<file path="src/rtl/fp16_pkg.sv">
// Shared fp16 definitions for the multiplier arbiter and its clients.
package fp16_pkg;

  localparam int FP_W = 16;

  typedef logic [FP_W-1:0] fp16_t;

  localparam fp16_t FP16_ONE = 16'h3C00;
  localparam fp16_t FP16_TWO = 16'h4000;

endpackage

</file>
<file path="src/rtl/rr_arbiter.sv">
// Generic round-robin arbiter: searches upward from an internal pointer with
// wrap, returns a one-hot grant plus its index, and moves the pointer one past
// the winner only when the caller strobes i_advance.
module rr_arbiter #(
  parameter int NUM_REQ = 4,
  parameter int IDX_W   = $clog2(NUM_REQ)
) (
  input  logic               clk,
  input  logic               rst,
  input  logic [NUM_REQ-1:0] i_req,
  input  logic               i_advance,
  output logic [NUM_REQ-1:0] o_grant,
  output logic [IDX_W-1:0]   o_grant_idx
);

  logic [IDX_W-1:0] r_ptr;
  logic [IDX_W-1:0] w_cand;
  logic             w_found;

  // Modulo-NUM_REQ add that also works when NUM_REQ is not a power of two.
  function automatic int wrap_idx(input int base, input int off);
    int sum;
    sum = base + off;
    return (sum >= NUM_REQ) ? sum - NUM_REQ : sum;
  endfunction

  // Priority search starting at r_ptr; the first requesting slot wins.
  always_comb begin
    // NOTE: every output gets a default before the loop so no path leaves a
    // value unassigned, which would otherwise infer a latch.
    o_grant     = '0;
    o_grant_idx = '0;
    w_cand      = '0;
    w_found     = 1'b0;
    for (int k = 0; k < NUM_REQ; k++) begin
      w_cand = IDX_W'(wrap_idx(int'(r_ptr), k));
      if (!w_found && i_req[w_cand]) begin
        w_found          = 1'b1;
        o_grant[w_cand]  = 1'b1;
        o_grant_idx      = w_cand;
      end
    end
  end

  // Pointer moves one past the winner, and only on an actual grant.
  always_ff @(posedge clk or posedge rst) begin
    // NOTE: state registers use non-blocking assignment so every flop samples
    // pre-edge values regardless of statement order.
    if (rst) begin
      r_ptr <= '0;
    end else if (i_advance) begin
      r_ptr <= IDX_W'(wrap_idx(int'(o_grant_idx), 1));
    end
  end

endmodule

</file>
<file path="src/rtl/fp16_mul_arbiter.sv">
// Shares one fixed-latency fp16 multiplier among NUM_REQ requesters. Grants
// round-robin, drives the multiplier operands, carries the requester tag
// alongside the multiplier pipeline and parks each result in a per-requester
// response register until the requester consumes it.
module fp16_mul_arbiter
  import fp16_pkg::*;
#(
  parameter int NUM_REQ     = 4,
  parameter int MUL_LATENCY = 1,
  parameter int FP_W        = fp16_pkg::FP_W
) (
  input  logic                    clk,
  input  logic                    rst,
  input  logic [NUM_REQ-1:0]      req_valid,
  output logic [NUM_REQ-1:0]      req_ready,
  input  logic [NUM_REQ*FP_W-1:0] req_a,
  input  logic [NUM_REQ*FP_W-1:0] req_b,
  output logic [NUM_REQ-1:0]      rsp_valid,
  input  logic [NUM_REQ-1:0]      rsp_ready,
  output logic [NUM_REQ*FP_W-1:0] rsp_data,
  output logic [FP_W-1:0]         mul_in1,
  output logic [FP_W-1:0]         mul_in2,
  input  logic [FP_W-1:0]         mul_result,
  output logic                    idle
);

  localparam int TAG_W = $clog2(NUM_REQ);

  logic [NUM_REQ-1:0]                r_busy;
  logic [NUM_REQ-1:0]                w_elig;
  logic [NUM_REQ-1:0]                w_grant;
  logic [TAG_W-1:0]                  w_grant_idx;
  logic                              w_accept;
  logic [NUM_REQ-1:0]                w_rsp_hs;
  logic [NUM_REQ-1:0][FP_W-1:0]      w_req_a;
  logic [NUM_REQ-1:0][FP_W-1:0]      w_req_b;
  logic [MUL_LATENCY-1:0]            r_pipe_vld;
  logic [MUL_LATENCY-1:0][TAG_W-1:0] r_pipe_tag;
  logic                              w_cap_vld;
  logic [TAG_W-1:0]                  w_cap_tag;
  logic [NUM_REQ-1:0]                r_rsp_valid;
  logic [NUM_REQ-1:0][FP_W-1:0]      r_rsp_data;

  assign w_req_a = req_a;
  assign w_req_b = req_b;

  // A requester with a result pending or in flight may not issue again; reset
  // also masks eligibility so req_ready drops the moment rst rises.
  assign w_elig   = req_valid & ~r_busy & {NUM_REQ{~rst}};
  assign w_accept = |w_grant;
  assign w_rsp_hs = r_rsp_valid & rsp_ready;

  rr_arbiter #(
    .NUM_REQ (NUM_REQ),
    .IDX_W   (TAG_W)
  ) u_rr_arbiter (
    .clk         (clk),
    .rst         (rst),
    .i_req       (w_elig),
    .i_advance   (w_accept),
    .o_grant     (w_grant),
    .o_grant_idx (w_grant_idx)
  );

  assign req_ready = w_grant;

  // Operand mux: the granted requester's operands, zero when nothing issues.
  always_comb begin
    mul_in1 = '0;
    mul_in2 = '0;
    if (w_accept) begin
      mul_in1 = w_req_a[w_grant_idx];
      mul_in2 = w_req_b[w_grant_idx];
    end
  end

  // Busy is set on issue and cleared by the response handshake; the two never
  // coincide for one requester because issue requires busy to be clear.
  always_ff @(posedge clk or posedge rst) begin
    if (rst) begin
      r_busy <= '0;
    end else begin
      r_busy <= (r_busy | w_grant) & ~w_rsp_hs;
    end
  end

  // Tag pipeline mirrors the multiplier depth; it never stalls.
  always_ff @(posedge clk or posedge rst) begin
    if (rst) begin
      r_pipe_vld <= '0;
      r_pipe_tag <= '0;
    end else begin
      r_pipe_vld[0] <= w_accept;
      r_pipe_tag[0] <= w_grant_idx;
      for (int s = 1; s < MUL_LATENCY; s++) begin
        r_pipe_vld[s] <= r_pipe_vld[s-1];
        r_pipe_tag[s] <= r_pipe_tag[s-1];
      end
    end
  end

  assign w_cap_vld = r_pipe_vld[MUL_LATENCY-1];
  assign w_cap_tag = r_pipe_tag[MUL_LATENCY-1];

  // Response slots: capture the multiplier output for the tag leaving the
  // pipeline, clear valid on handshake; data holds until overwritten.
  always_ff @(posedge clk or posedge rst) begin
    if (rst) begin
      r_rsp_valid <= '0;
      // NOTE: the result registers are data storage but are still reset, so no
      // stale value from before reset can ever be presented.
      r_rsp_data  <= '0;
    end else begin
      r_rsp_valid <= r_rsp_valid & ~w_rsp_hs;
      if (w_cap_vld) begin
        r_rsp_valid[w_cap_tag] <= 1'b1;
        r_rsp_data[w_cap_tag]  <= mul_result;
      end
    end
  end

  assign rsp_valid = r_rsp_valid;
  assign rsp_data  = r_rsp_data;
  assign idle      = ~|r_busy;

endmodule

</file>
<file path="config.mk">
export PLATFORM = sky130hd
export DESIGN_NAME = fp16_mul_arbiter
export DESIGN_NICKNAME = d
export VERILOG_FILES = /design/src/rtl/fp16_pkg.sv /design/src/rtl/rr_arbiter.sv /design/src/rtl/fp16_mul_arbiter.sv
export SDC_FILE = /design/constraint.sdc
export NUM_CORES = 1
export LEC_CHECK = 0
export ABC_AREA = 1
export CAP_MARGIN = 20
export CORE_MARGIN = 2
export CORE_UTILIZATION = 35
export CTS_CLUSTER_DIAMETER = 60
export DETAILED_ROUTE_END_ITERATION = 10
export PLACE_DENSITY = 0.77
export SKIP_CTS_REPAIR_TIMING = 1
export SLEW_MARGIN = 20
export SYNTH_ARGS = -nofsm -noshare
export SYNTH_HDL_FRONTEND = slang
export SYNTH_SLANG_ARGS = --single-unit
</file>
<file path="constraint.sdc">
create_clock -name clk -period 3.7 [get_ports clk]
set_clock_uncertainty 0.05 [all_clocks]
set_input_delay 0.37 -clock clk [delete_from_list [all_inputs] [get_ports clk]]
set_output_delay 0.37 -clock clk [all_outputs]
set_load 0.05 [all_outputs]
</file>
Word-level counts from Yosys, hierarchy flattened

Cells that the tools add are included.

Bits in registers: 77
Word-level logic and storage cells: 105
Output and inout bits: 105
Input bits: 154

Bitwise operators: 13
Add/subtract/negate cells: 9
Order comparisons: 16
Reduce and logical (&&, ||, !) cells: 14
Mux-type cells: 44

Operator list:

| kind                                                       | count |
|---|---|
| two-way mux 16 bit                                         | 5 |
| binary-select mux 16 bit (select 2 bit)                    | 2 |
| bitwise mux 64 bit                                         | 1 |
| demux 16 bit (select 2 bit)                                | 1 |
| AND 4 bit                                                  | 5 |
| two-way mux 4 bit                                          | 5 |
| bitwise OR 4 bit                                           | 5 |
| less-than comparator 2 x 3 -> 1 bit, second input constant | 6 |
| two-way mux 2 bit                                          | 9 |
| >= comparator 3 bit, second input constant                 | 4 |
| two-way mux 1 bit                                          | 12 |
| demux 1 bit (select 2 bit)                                 | 5 |
| >= comparator 2 x 1 -> 1 bit, second input constant        | 5 |
| subtractor 2 x 1 -> 2 bit, second input constant           | 5 |
| binary-select mux 1 bit (select 2 bit)                     | 4 |
| logical AND 1 bit                                          | 8 |
| NOT 4 bit                                                  | 2 |
| OR reduction 4 bit                                         | 2 |
| adder 2 x 1 -> 3 bit, second input constant                | 2 |
| adder 2 x 2 -> 3 bit, second input constant                | 2 |
| logical NOT 1 bit                                          | 4 |
| >= comparator 2 x 3 -> 1 bit, second input constant        | 1 |
| NOT 1 bit                                                  | 1 |

Longest topological paths before layout

Depth after elaboration: 18
Depth in mapped cells: 16

Modules after synthesis

From an unflattened synthesis, not the netlist that was laid out.

Cell total of the unflattened synthesis: 737
Area, all modules: 5340.1 um^2

Modules (own cells, without submodules):

| module           | times used | area each (um^2) | cells an instance |
|---|---|---|---|
| fp16_mul_arbiter | 1          | 4782.1           | 645 |
| rr_arbiter       | 1          | 558.0            | 92 |

Least setup slack after synthesis

OpenSTA, ideal clock, no wires.

Path kind: input port to output port
Start: in rst
End: out mul_in1[15]
Data required time: 3.280 ns
Data arrival time: 3.361 ns
Setup slack: -0.081 ns
Cell stages on the path: 13
Cell sequence: inv_2 -> nand3_1 -> nand2_1 -> nand3_2 -> nand2_4 -> nor2_4 -> nand2_1 -> nand3_2 -> buf_4 -> buf_4 -> nand3_1 -> nand3_1 -> a21oi_1

Cells in the longest elaborated chain, start to end: 17
Elaborated cells on any way between the ends: 34

RTL lines:

| what                                     | line                   | text |
|---|---|---|
| start: declaration                       | fp16_mul_arbiter.sv:13 | `input logic rst,` |
| NOT 1 bit (*)                            | fp16_mul_arbiter.sv:49 | `assign w_elig = req_valid & ~r_busy & {NUM_REQ{~rst}};` |
| AND 4 bit (*)                            | fp16_mul_arbiter.sv:49 |  |
| binary-select mux 1 bit (select 2 bit)   | rr_arbiter.sv:37       | `if (!w_found && i_req[w_cand]) begin` |
| two-way mux 1 bit (implied by the code)  | rr_arbiter.sv:37       |  |
| two-way mux 1 bit                        | rr_arbiter.sv:37       |  |
| logical NOT 1 bit                        | rr_arbiter.sv:37       |  |
| logical AND 1 bit                        | rr_arbiter.sv:37       |  |
| two-way mux 1 bit                        | rr_arbiter.sv:37       |  |
| logical NOT 1 bit                        | rr_arbiter.sv:37       |  |
| logical AND 1 bit                        | rr_arbiter.sv:37       |  |
| two-way mux 1 bit                        | rr_arbiter.sv:37       |  |
| logical NOT 1 bit                        | rr_arbiter.sv:37       |  |
| logical AND 1 bit                        | rr_arbiter.sv:37       |  |
| two-way mux 2 bit                        | rr_arbiter.sv:37       |  |
| binary-select mux 16 bit (select 2 bit)  | fp16_mul_arbiter.sv:72 | `mul_in1 = w_req_a[w_grant_idx];` |
| two-way mux 16 bit (implied by the code) | fp16_mul_arbiter.sv:72 |  |
| two-way mux 16 bit (*)                   | fp16_mul_arbiter.sv:71 | `if (w_accept) begin` |
| end: declaration                         | fp16_mul_arbiter.sv:21 | `output logic [FP_W-1:0] mul_in1,` |

Mark *: on every way between the ends. The rest lies on a longest branch, timed or not. The select of a mux whose other input is x is not followed.

Worst setup path after layout

Start: reg u_rr_arbiter.r_ptr[1]
End: out mul_in1[15]

Cells in the longest elaborated chain, start to end: 17
Elaborated cells on any way between the ends: 67

RTL lines:

| what                                                          | line                   | text |
|---|---|---|
| start: declaration                                            | rr_arbiter.sv:16       | `logic [IDX_W-1:0] r_ptr;` |
| start signal: assignment                                      | rr_arbiter.sv:52       | `r_ptr <= IDX_W'(wrap_idx(int'(o_grant_idx), 1));` |
| branches (longest 16 deep; another with adder 2 x 1 -> 3 bit) | --                     |  |
| two-way mux 16 bit (*)                                        | fp16_mul_arbiter.sv:71 |  |

Mark *: on every way between the ends. The select of a mux whose other input is x is not followed.

==> summary.txt <==
Critical path
  • CP Class: reg -> out
  • Critical Path, Cell by Cell: inv_1, ha_1, inv_1, nand3_1, o21ai_2, nand4_1, nand2_4, buf_4, nand2_1, nand2_1, nand2_1, a21oi_1, buf_12
  • Startpoint types: flop
  • Worst Path Arrival: 3000 ps
  • Slowest stage cell on the critical path: dfrtp_1
  • CP required: 3280 ps
  • CP max stage delay: 380 ps
  • CP max FO: 17
  • Cell mode on critical path: nand2_1
  • CP Capture Type: output pin

Floorplanning
  • # IOs: 259
  • Die Wd: 127 um
  • Initial cell density of the core: 36.0%
  • Die height: 127 um
  • Row count: 44
  • Core area: 14600 um2
  • Die area: 16100 um2

Routing
  • Initial DRC count: 310
  • Wire per inst: 14.5 um
  • Total detailed-routing wirelength: 17000 um
  • Final ANT Viol Nets: 0
  • DRC Markers: 0
  • Vias per inst: 4.80
  • First drt pass iteration count: 4
  • Routed via count: 5625

Timing
  • Final Hold Vio Count: 0
  • Worst-Margin Slew: 1040 ps
  • Min Tclk post-route: 3420 ps
  • RSZ-0062 raised after global routing: false
  • Tcrit/Tclk final: 92.5%
  • F_max: 292 MHz
  • Slew headroom: 30.8%
  • Final Max Slew Viols: 0
  • Setup-failing EPs final: 0
  • Setup TNS Final: 0 ps

GRT
  • Vias in the first global route: 5570
  • Gr usage total: 21.0%
  • Initial antenna violation count: 0
  • First-pass GRT wire length: 27400 um
  • Largest net degree at the start of global routing: 78
  • Remaining Overflow, GRT: 0

Layout
  • Commonest cells after routing, fill and taps aside: clkdlybuf4s50_1, nand2_1, inv_1
  • Commonest non-fill, non-tap cell in the layout: clkdlybuf4s50_1
  • Area grow syn2layout: 66.0%
  • Ant diodes: 0
  • Layout Nets: 1145
  • Filler instances: 1317
  • Fraction of layout cells with a size suffix above 1: 18.0%

Logic synthesis
  • Synthesis warning total: 0
  • Post-synth EDFFs: 0
  • Register area share after synthesis: 36.5%
  • Ys flop type: dfrtp_1
  • Synth async-reset ratio: 100%
  • Post-synthesis net count: 896
  • Syn Inst Count: 734
  • Synth Register Bits: 77
  • Post-synthesis cell area: 5280 um2
  • Syn Area/Cell: 7.19 um2
  • Synth cell types: 28

Clock network
  • Clock transition at path regs: 60 ps
  • CTS H-tree lvls: 3
  • Clock root buffer: clkbuf_16
  • Maximum clock insertion buffer count: 2
  • CTS tree: done
  • Clock Sink Count: 77
  • Clk_lat worst skew: 330 ps
  • TritonCTS buffer count: 9

Status
  • Status: finished clean

Placed design
  • RePlAce Congestion: 0.889
  • Placed wire-length estimate: 13000 um
  • PortBufs: 258

Worst hold path
  • Worst Hold Class: reg -> reg

Flow run
  • Max-capacitance violation count: 0
==> worst max-delay path: cells and delay by family (launching register included) <==
| kind | cells | cell delay [ps] |
|---|---|---|
| simple gates | 6 | 880 |
| compound gates | 2 | 380 |
| fa+ha+maj | 1 | 300 |
| flops | 1 | 380 |
| buf+inv | 4 | 710 |
==> registers in the layout, indices dropped and copies added (netlist names) <==
signal / flops
r_pipe_vld: 1
rsp_data: 64
rsp_valid: 4
r_busy: 4
r_pipe_tag: 2
u_rr_arbiter.r_ptr: 2
==> synthesized netlist by cell type, types with 2 or more instances <==
library cell | number | area (um2)
nand2_1 | 211 | 792
inv_1 | 100 | 375
nand3_1 | 94 | 470
dfrtp_1 | 77 | 1930
o21ai_0 | 72 | 360
nand2_2 | 38 | 238
a21oi_2 | 31 | 272
nand3_2 | 23 | 230
buf_2 | 15 | 75.1
nor2_1 | 15 | 56.3
clkbuf_1 | 12 | 45.0
ha_1 | 8 | 100
buf_6 | 7 | 78.8
buf_4 | 5 | 37.5
inv_2 | 5 | 18.8
a21boi_1 | 3 | 22.5
buf_8 | 3 | 45.0
nor2_4 | 3 | 33.8
a21oi_1 | 2 | 10.0
nand2_4 | 2 | 22.5
==> path summary, 6_finish.rpt <==
| check | start | end | slack [ps] | cells after the start |
|---|---|---|---|---|
| min in group asynchronous | rst | r_busy[1] | 700 | 3 |
| setup reg to reg | u_rr_arbiter.r_ptr[1] | u_rr_arbiter.r_ptr[1] | 1340 | 12 |
| hold / removal | rsp_data[4] | rsp_data[4] | 430 | 2 |
| setup / recovery | u_rr_arbiter.r_ptr[1] | mul_in1[15] | 280 | 13 |
| hold reg to reg | rsp_data[4] | rsp_data[4] | 430 | 2 |
| max in group asynchronous | rst | rsp_data[12] | 2290 | 3 |
==> logic make-up (layout without fill, tap and decap cells) <==
logic type	after synthesis	count (layout)	share of synthesized area (%)
AND/OR/NAND/NOR	390	390	35.7
buffers and inverters	147	401	12.8
adder cells (fa/ha/maj)	8	8	1.90
flip-flops	77	77	36.5
AO/OA/AOI/OAI	112	112	13.1
==> stage by stage <==
step / area [um2] / hold slack [ps] / setup WS, ps / cells / utilization [%]
2_1_floorplan: 5280 / 358 / 325 / 734 / -
3_3_place_gp: 8390 / 415 / 370 / 1155 / 57.3
3_5_place_dp: 8410 / 422 / 302 / 1156 / 57.4
4_1_cts: 8750 / 438 / 150 / 1172 / 59.8
5_1_grt: 8760 / 462 / 90.4 / 1172 / 59.8
6_report: 8760 / 433 / 276 / 1172 / 59.8
==> cell type report <==
cell class | instances | area (um2) | share of cell area, %
Multi-Input combinational cell | 510 | 2680 | 30.6
Clock inverter | 7 | 121 | 1.39
Clock buffer | 9 | 225 | 2.57
Timing Repair Buffer | 280 | 3180 | 36.3
Inverter | 105 | 397 | 4.53
Tap cell | 184 | 230 | 2.63
Sequential cell | 77 | 1930 | 22.0
==> per-layer routing <==
layer,up-vias,share of wire (%),GRT usage (%)
li1,2816,-,-
met1,2546,40,24.1
met2,229,49,37.1
met3,34,8.5,5.99
met4,0,3.1,8.21
met5,-,0,0
Power is left out: the tool's default activity adds up to more than one toggle a clock period on the data nets, which glitch-free logic cannot reach.
==> RTL change 1 (same flow settings) <==
The parameter `MUL_LATENCY` goes from 1 to 2.
--- a/src/rtl/fp16_mul_arbiter.sv
+++ b/src/rtl/fp16_mul_arbiter.sv
@@ -6,7 +6,7 @@
   import fp16_pkg::*;
 #(
   parameter int NUM_REQ     = 4,
-  parameter int MUL_LATENCY = 1,
+  parameter int MUL_LATENCY = 2,
   parameter int FP_W        = fp16_pkg::FP_W
 ) (
   input  logic                    clk,
Formal check against the unedited RTL: not equivalent (Yosys sat finds a counterexample within 4 cycles, from zero or initial values and one cycle with rst high).
==> RTL change 1 against the unedited design <==
Wire length fell by 2.5%; sequential cell count is 3 higher; worst setup slack improved by 0.030 ns; die area increased by 0.41%; design area is 5.8% lower; synthesized area increased by 0.43%.
Power is not shown: default switching activity piles up to over one toggle a cycle in this logic, so the estimate is an artifact.
==> RTL change 1: results (changes against the unedited design) <==
Status = complete, no violations
# setup viols final = 0 (unchanged)
Biggest cell delay along the critical path = 0.44 ns (+0.06 ns)
Iteration-0 DRC Markers = 332 (+7.1%)
Asr flop ratio synth = 1.00 (unchanged)
Uppermost layer routed = met4
Clk buf depth = 2 (unchanged)
Met1 wire length = 6910 µm (+2.3%)
Met3 Track Usage GR = 0.0507 (-0.00922)
CTS clk-pin slew, worst paths = 0.06 ns (about the same)
GPL Wtd Cong = 0.849 (-4.5%)
Vias in the first global route = 5440 (-2.3%)
Final Hold Fails = 0 (unchanged)
Arr. time, crit path = 2.97 ns (-0.03 ns)
Diode count = 0 (unchanged)
Post-synth top cells = nand2_1, inv_1, nand3_1
Post-synthesis mux area share = 0 (unchanged)
Clock sink count = 80 (+3.9%)
Slowest-stage cell, CP = dfrtp_2
H-tree depth = 3 (unchanged)
Initial antenna violation count = 0 (unchanged)
M2 GR Usage = 0.357 (-0.0137)
Wire per inst = 13.4 µm (-8.2%)
XOR/XNOR Fraction of Synth Area = 0 (unchanged)
Grt met1 use = 0.248 (+0.00639)
Synth Area in Adders = 0.0189 (-0.0000806)
Port bufs = 258 (unchanged)
Cells on worst reg2reg path = 12 (unchanged)
Post-Syn Nets = 973 (+8.6%)
HPWL Detailed = 12300 µm (-5.3%)
Drt pass-1 iters = 5 (+1)
Seq/Total Area, Yosys = 0.378 (+0.0126)
Setup tns final = 0 ns (unchanged)
Largest net degree at the start of global routing = 81 (+3.8%)
Max-slew headroom = 0.330 (+0.0229)
Max FFs per register = 64 (unchanged)
Netlist cell types = 23 (-18%)
Compound-Gate Fraction of Synth Area = 0.0767 (-0.0544)
Fin Hold WS = 0.296 ns (-0.136 ns)
WL met2 = 8010 µm (-3.8%)
Synthesis Warnings = 0 (unchanged)
RR Endpoint = u_rr_arbiter.r_ptr[0]
TritonCTS Buffers = 9 (unchanged)
Commonest register cell after synthesis = dfrtp_1
Fill cell count = 1362 (+3.4%)
R2R setup slack = 1.19 ns (-0.15 ns)
Vias/cell = 4.64 (-3.2%)
Layout Nets = 1217 (+6.3%)
Global-route wire length before repair = 26700 µm (-2.8%)
Layout cell share with drive strength beyond 1 = 0.0877 (-0.0924)
CP Max Fanout = 10 (-7)
Critical path class = reg -> out
Met3 Routed Length = 1320 µm (-9.4%)
GRT Util Overall = 0.204 (-0.00668)
Worst-Skew Late Latency = 0.34 ns
Critical R2R Launch = u_rr_arbiter.r_ptr[0]
Worst hold-check path type = reg -> reg
Area contributors post-synth = dfrtp_1, nand2_1, nand3_1
Crit path capture = mul_in1[4]
RTL change 1: cell types whose count changed in the layout (fill, tap and decap cells not counted), moves of 3 or more:
cell and change:
nand3_1 +48, buf_4 +34, inv_1 +91, a21oi_2 -31, nand2_2 -34, buf_12 -39
nand2_1 +26, nor2_1 -11, nand4_1 +3, nand3_2 -14
RTL change 1: critical path: cells and delay by family (launching register included):
family	cells	cell delay, ns
simple gates	8	1.02
flops	1	0.44
buf+inv	6	0.86
fa+ha+maj	1	0.34
RTL change 1: area by class of cell:
type	count	area, µm²	share of cell area
timing repair buffer	275	2650	0.321
multi-input combinational	493	2330	0.282
sequential	80	2000	0.243
inverter	196	737	0.0893
tap	184	230	0.0279
clock buffer	9	225	0.0273
clock inverter	7	78.8	0.00955
RTL change 1: stage by stage:
| stage | instances | cell area [µm²] | setup WS (ns) | util |
|---|---|---|---|---|
| after floorplan | 811 | 5300 | 0.148 | - |
| after global placement | 1223 | 7900 | 0.470 | 0.539 |
| after detailed placement | 1223 | 7900 | 0.368 | 0.540 |
| after CTS | 1239 | 8210 | 0.0133 | 0.560 |
| after global routing | 1244 | 8250 | 0.0646 | 0.563 |
| final | 1244 | 8250 | 0.306 | 0.563 |
RTL change 1: worst min path at each step:
stage,from,endpoint,cells past startpoint
2_1_floorplan,r_pipe_vld[0],r_pipe_vld[1],0
3_3_place_gp,r_pipe_vld[0],r_pipe_vld[1],0
3_5_place_dp,r_pipe_tag[1],w_cap_tag[1],0
4_1_cts,r_pipe_tag[1],w_cap_tag[1],0
5_1_grt,r_pipe_vld[0],r_pipe_vld[1],0
6_report,r_pipe_tag[1],w_cap_tag[1],0
==> RTL change 2 (same settings) <==
Made on the original files. Reset style: synchronous (`rst`), changed in 4 clocked blocks.
--- a/src/rtl/rr_arbiter.sv
+++ b/src/rtl/rr_arbiter.sv
@@ -43,7 +43,7 @@
   end
 
   // Pointer moves one past the winner, and only on an actual grant.
-  always_ff @(posedge clk or posedge rst) begin
+  always_ff @(posedge clk) begin
     // NOTE: state registers use non-blocking assignment so every flop samples
     // pre-edge values regardless of statement order.
     if (rst) begin
--- a/src/rtl/fp16_mul_arbiter.sv
+++ b/src/rtl/fp16_mul_arbiter.sv
@@ -76,7 +76,7 @@
 
   // Busy is set on issue and cleared by the response handshake; the two never
   // coincide for one requester because issue requires busy to be clear.
-  always_ff @(posedge clk or posedge rst) begin
+  always_ff @(posedge clk) begin
     if (rst) begin
       r_busy <= '0;
     end else begin
@@ -85,7 +85,7 @@
   end
 
   // Tag pipeline mirrors the multiplier depth; it never stalls.
-  always_ff @(posedge clk or posedge rst) begin
+  always_ff @(posedge clk) begin
     if (rst) begin
       r_pipe_vld <= '0;
       r_pipe_tag <= '0;
@@ -104,7 +104,7 @@
 
   // Response slots: capture the multiplier output for the tag leaving the
   // pipeline, clear valid on handshake; data holds until overwritten.
-  always_ff @(posedge clk or posedge rst) begin
+  always_ff @(posedge clk) begin
     if (rst) begin
       r_rsp_valid <= '0;
       // NOTE: the result registers are data storage but are still reset, so no
Check against the original RTL: differs if rst is asserted again (counterexample within 4 cycles, from zero or initial values and one cycle with rst high); with rst held inactive, the same outputs for 4 cycles.
==> RTL change 2 against the unedited design <==
Sequential cell count unchanged; sequential share of layout area decreased by 3.3 points; design area decreased by 6.1%; worst setup slack improved by 0.064 ns; largest cell class is now multi-input gates; critical endpoint is now mul_in2[15]; synthesized area increased by 0.43%; utilization decreased by 3.6 points; wire length decreased by 0.15%; die area increased by 0.41%.
Power is not shown: default switching activity piles up to over one toggle a cycle in this logic, so the estimate is an artifact.
==> RTL change 2: results (changes against the unedited design) <==
Vias/cell = 4.68 (-2.6%)
Slowest-stage cell, CP = clkdlybuf4s50_1
Largest net degree at the start of global routing = 65 (-17%)
Fin Hold WS = 0.391 ns (-0.0411 ns)
Min Tclk post-route = 3.36 ns (-0.0643 ns)
Commonest register cell after synthesis = dfxtp_1
CTS clk-pin slew, worst paths = 0.07 ns
Clock network area share = 0.0401 (+0.000575)
Setup crit start = rst
Crit path capture = mul_in2[15]
Status = complete, no violations
Seq/Total Area, Yosys = 0.291 (-0.0743)
Fin area = 8230 µm² (-6.1%)
Fill cell count = 1422 (+8.0%)
GPL Wtd Cong = 0.926 (+4.2%)
Area of the multi-input gates = 2860 µm² (+6.6%)
Netlist cell types = 29 (+3.6%)
Worst Hold Path EP = rsp_data[53]
CP Max Fanout = 18 (+1)
Placed standard-cell area = 7880 µm² (-6.3%)
Vias in the first global route = 5626 (+1.0%)
Post-synthesis cell area = 5300 µm² (+0.43%)
Hold_sp = rsp_data[53]
Total number of multi-input combinational cells = 538 (+5.5%)
Non-clk buf share = 0.327 (-0.0361)
Synth Instances = 817 (+11%)
Iteration-0 DRC Markers = 314 (+1.3%)
Non-clock buffer count = 272 (-2.9%)
Count of state elements after synthesis = 77 (unchanged)
Worst hold-check path type = reg -> reg
Seq/total area = 0.187 (-0.0327)
Met3 Track Usage GR = 0.0369 (-0.0230)
Layout Nets = 1213 (+5.9%)
M2 GR Usage = 0.362 (-0.00832)
Critical R2R Launch = u_rr_arbiter.r_ptr[0]
Post-Syn Nets = 978 (+9.2%)
Max-slew headroom = 0.558 (+0.250)
Place WS = 0.223 ns (-0.0793 ns)
Total wire length = 17000 µm (-0.15%)
Asr flop ratio synth = 0 (-1.00)
R2R setup slack = 1.23 ns (-0.11 ns)
Drt pass-1 iters = 5 (+1)
Vias = 5802 (+3.1%)
Layout cell share with drive strength beyond 1 = 0.115 (-0.0647)
Biggest cell delay along the critical path = 0.52 ns (+0.14 ns)
Cells on worst reg2reg path = 14 (+2)
Grt met1 use = 0.250 (+0.00871)
Non-clk invs = 154 (+47%)
HPWL Detailed = 13000 µm (about the same)
Area contributors post-synth = dfxtp_1, inv_1, nand2_1
Arr. time, crit path = 2.94 ns (-0.06 ns)
Global-route wire length before repair = 27400 µm (-0.13%)
-- RTL change 2: cell count changes after synthesis, sizes merged, moves of 10 or more --
cell	delta
nand3	-17
a21oi	+10
nand2	-80
dfrtp	-77
nand3b	+63
nor2	+62
dfxtp	+77
inv	+48
-- RTL change 2: cell families after synthesis --
kind of cell,after synthesis,share of synthesized area
flops,77,0.291
simple gates,419,0.413
buf+inv,202,0.173
compound gates,112,0.106
fa+ha+maj,7,0.0165
-- RTL change 2: worst register-to-register path, stage by stage, from the launching register on --
cell	delay, ns
dfxtp_1	0.37
inv_4	0.04
ha_1	0.35
inv_1	0.16
nand3_1	0.11
nand2_2	0.14
nand2_4	0.08
nor2_8	0.14
nand3_1	0.08
nand2_1	0.24
nor2_4	0.09
nand2_4	0.32
nand2_1	0.09
nand2_1	0.06
inv_1	0.03
-- RTL change 2: per-layer routing --
metal  wire [µm]  vias to the layer above
met3         959                       36
li1            -                     3022
met4         553                        0
met1        6990                     2550
met5           0                        -
met2        8530                      194
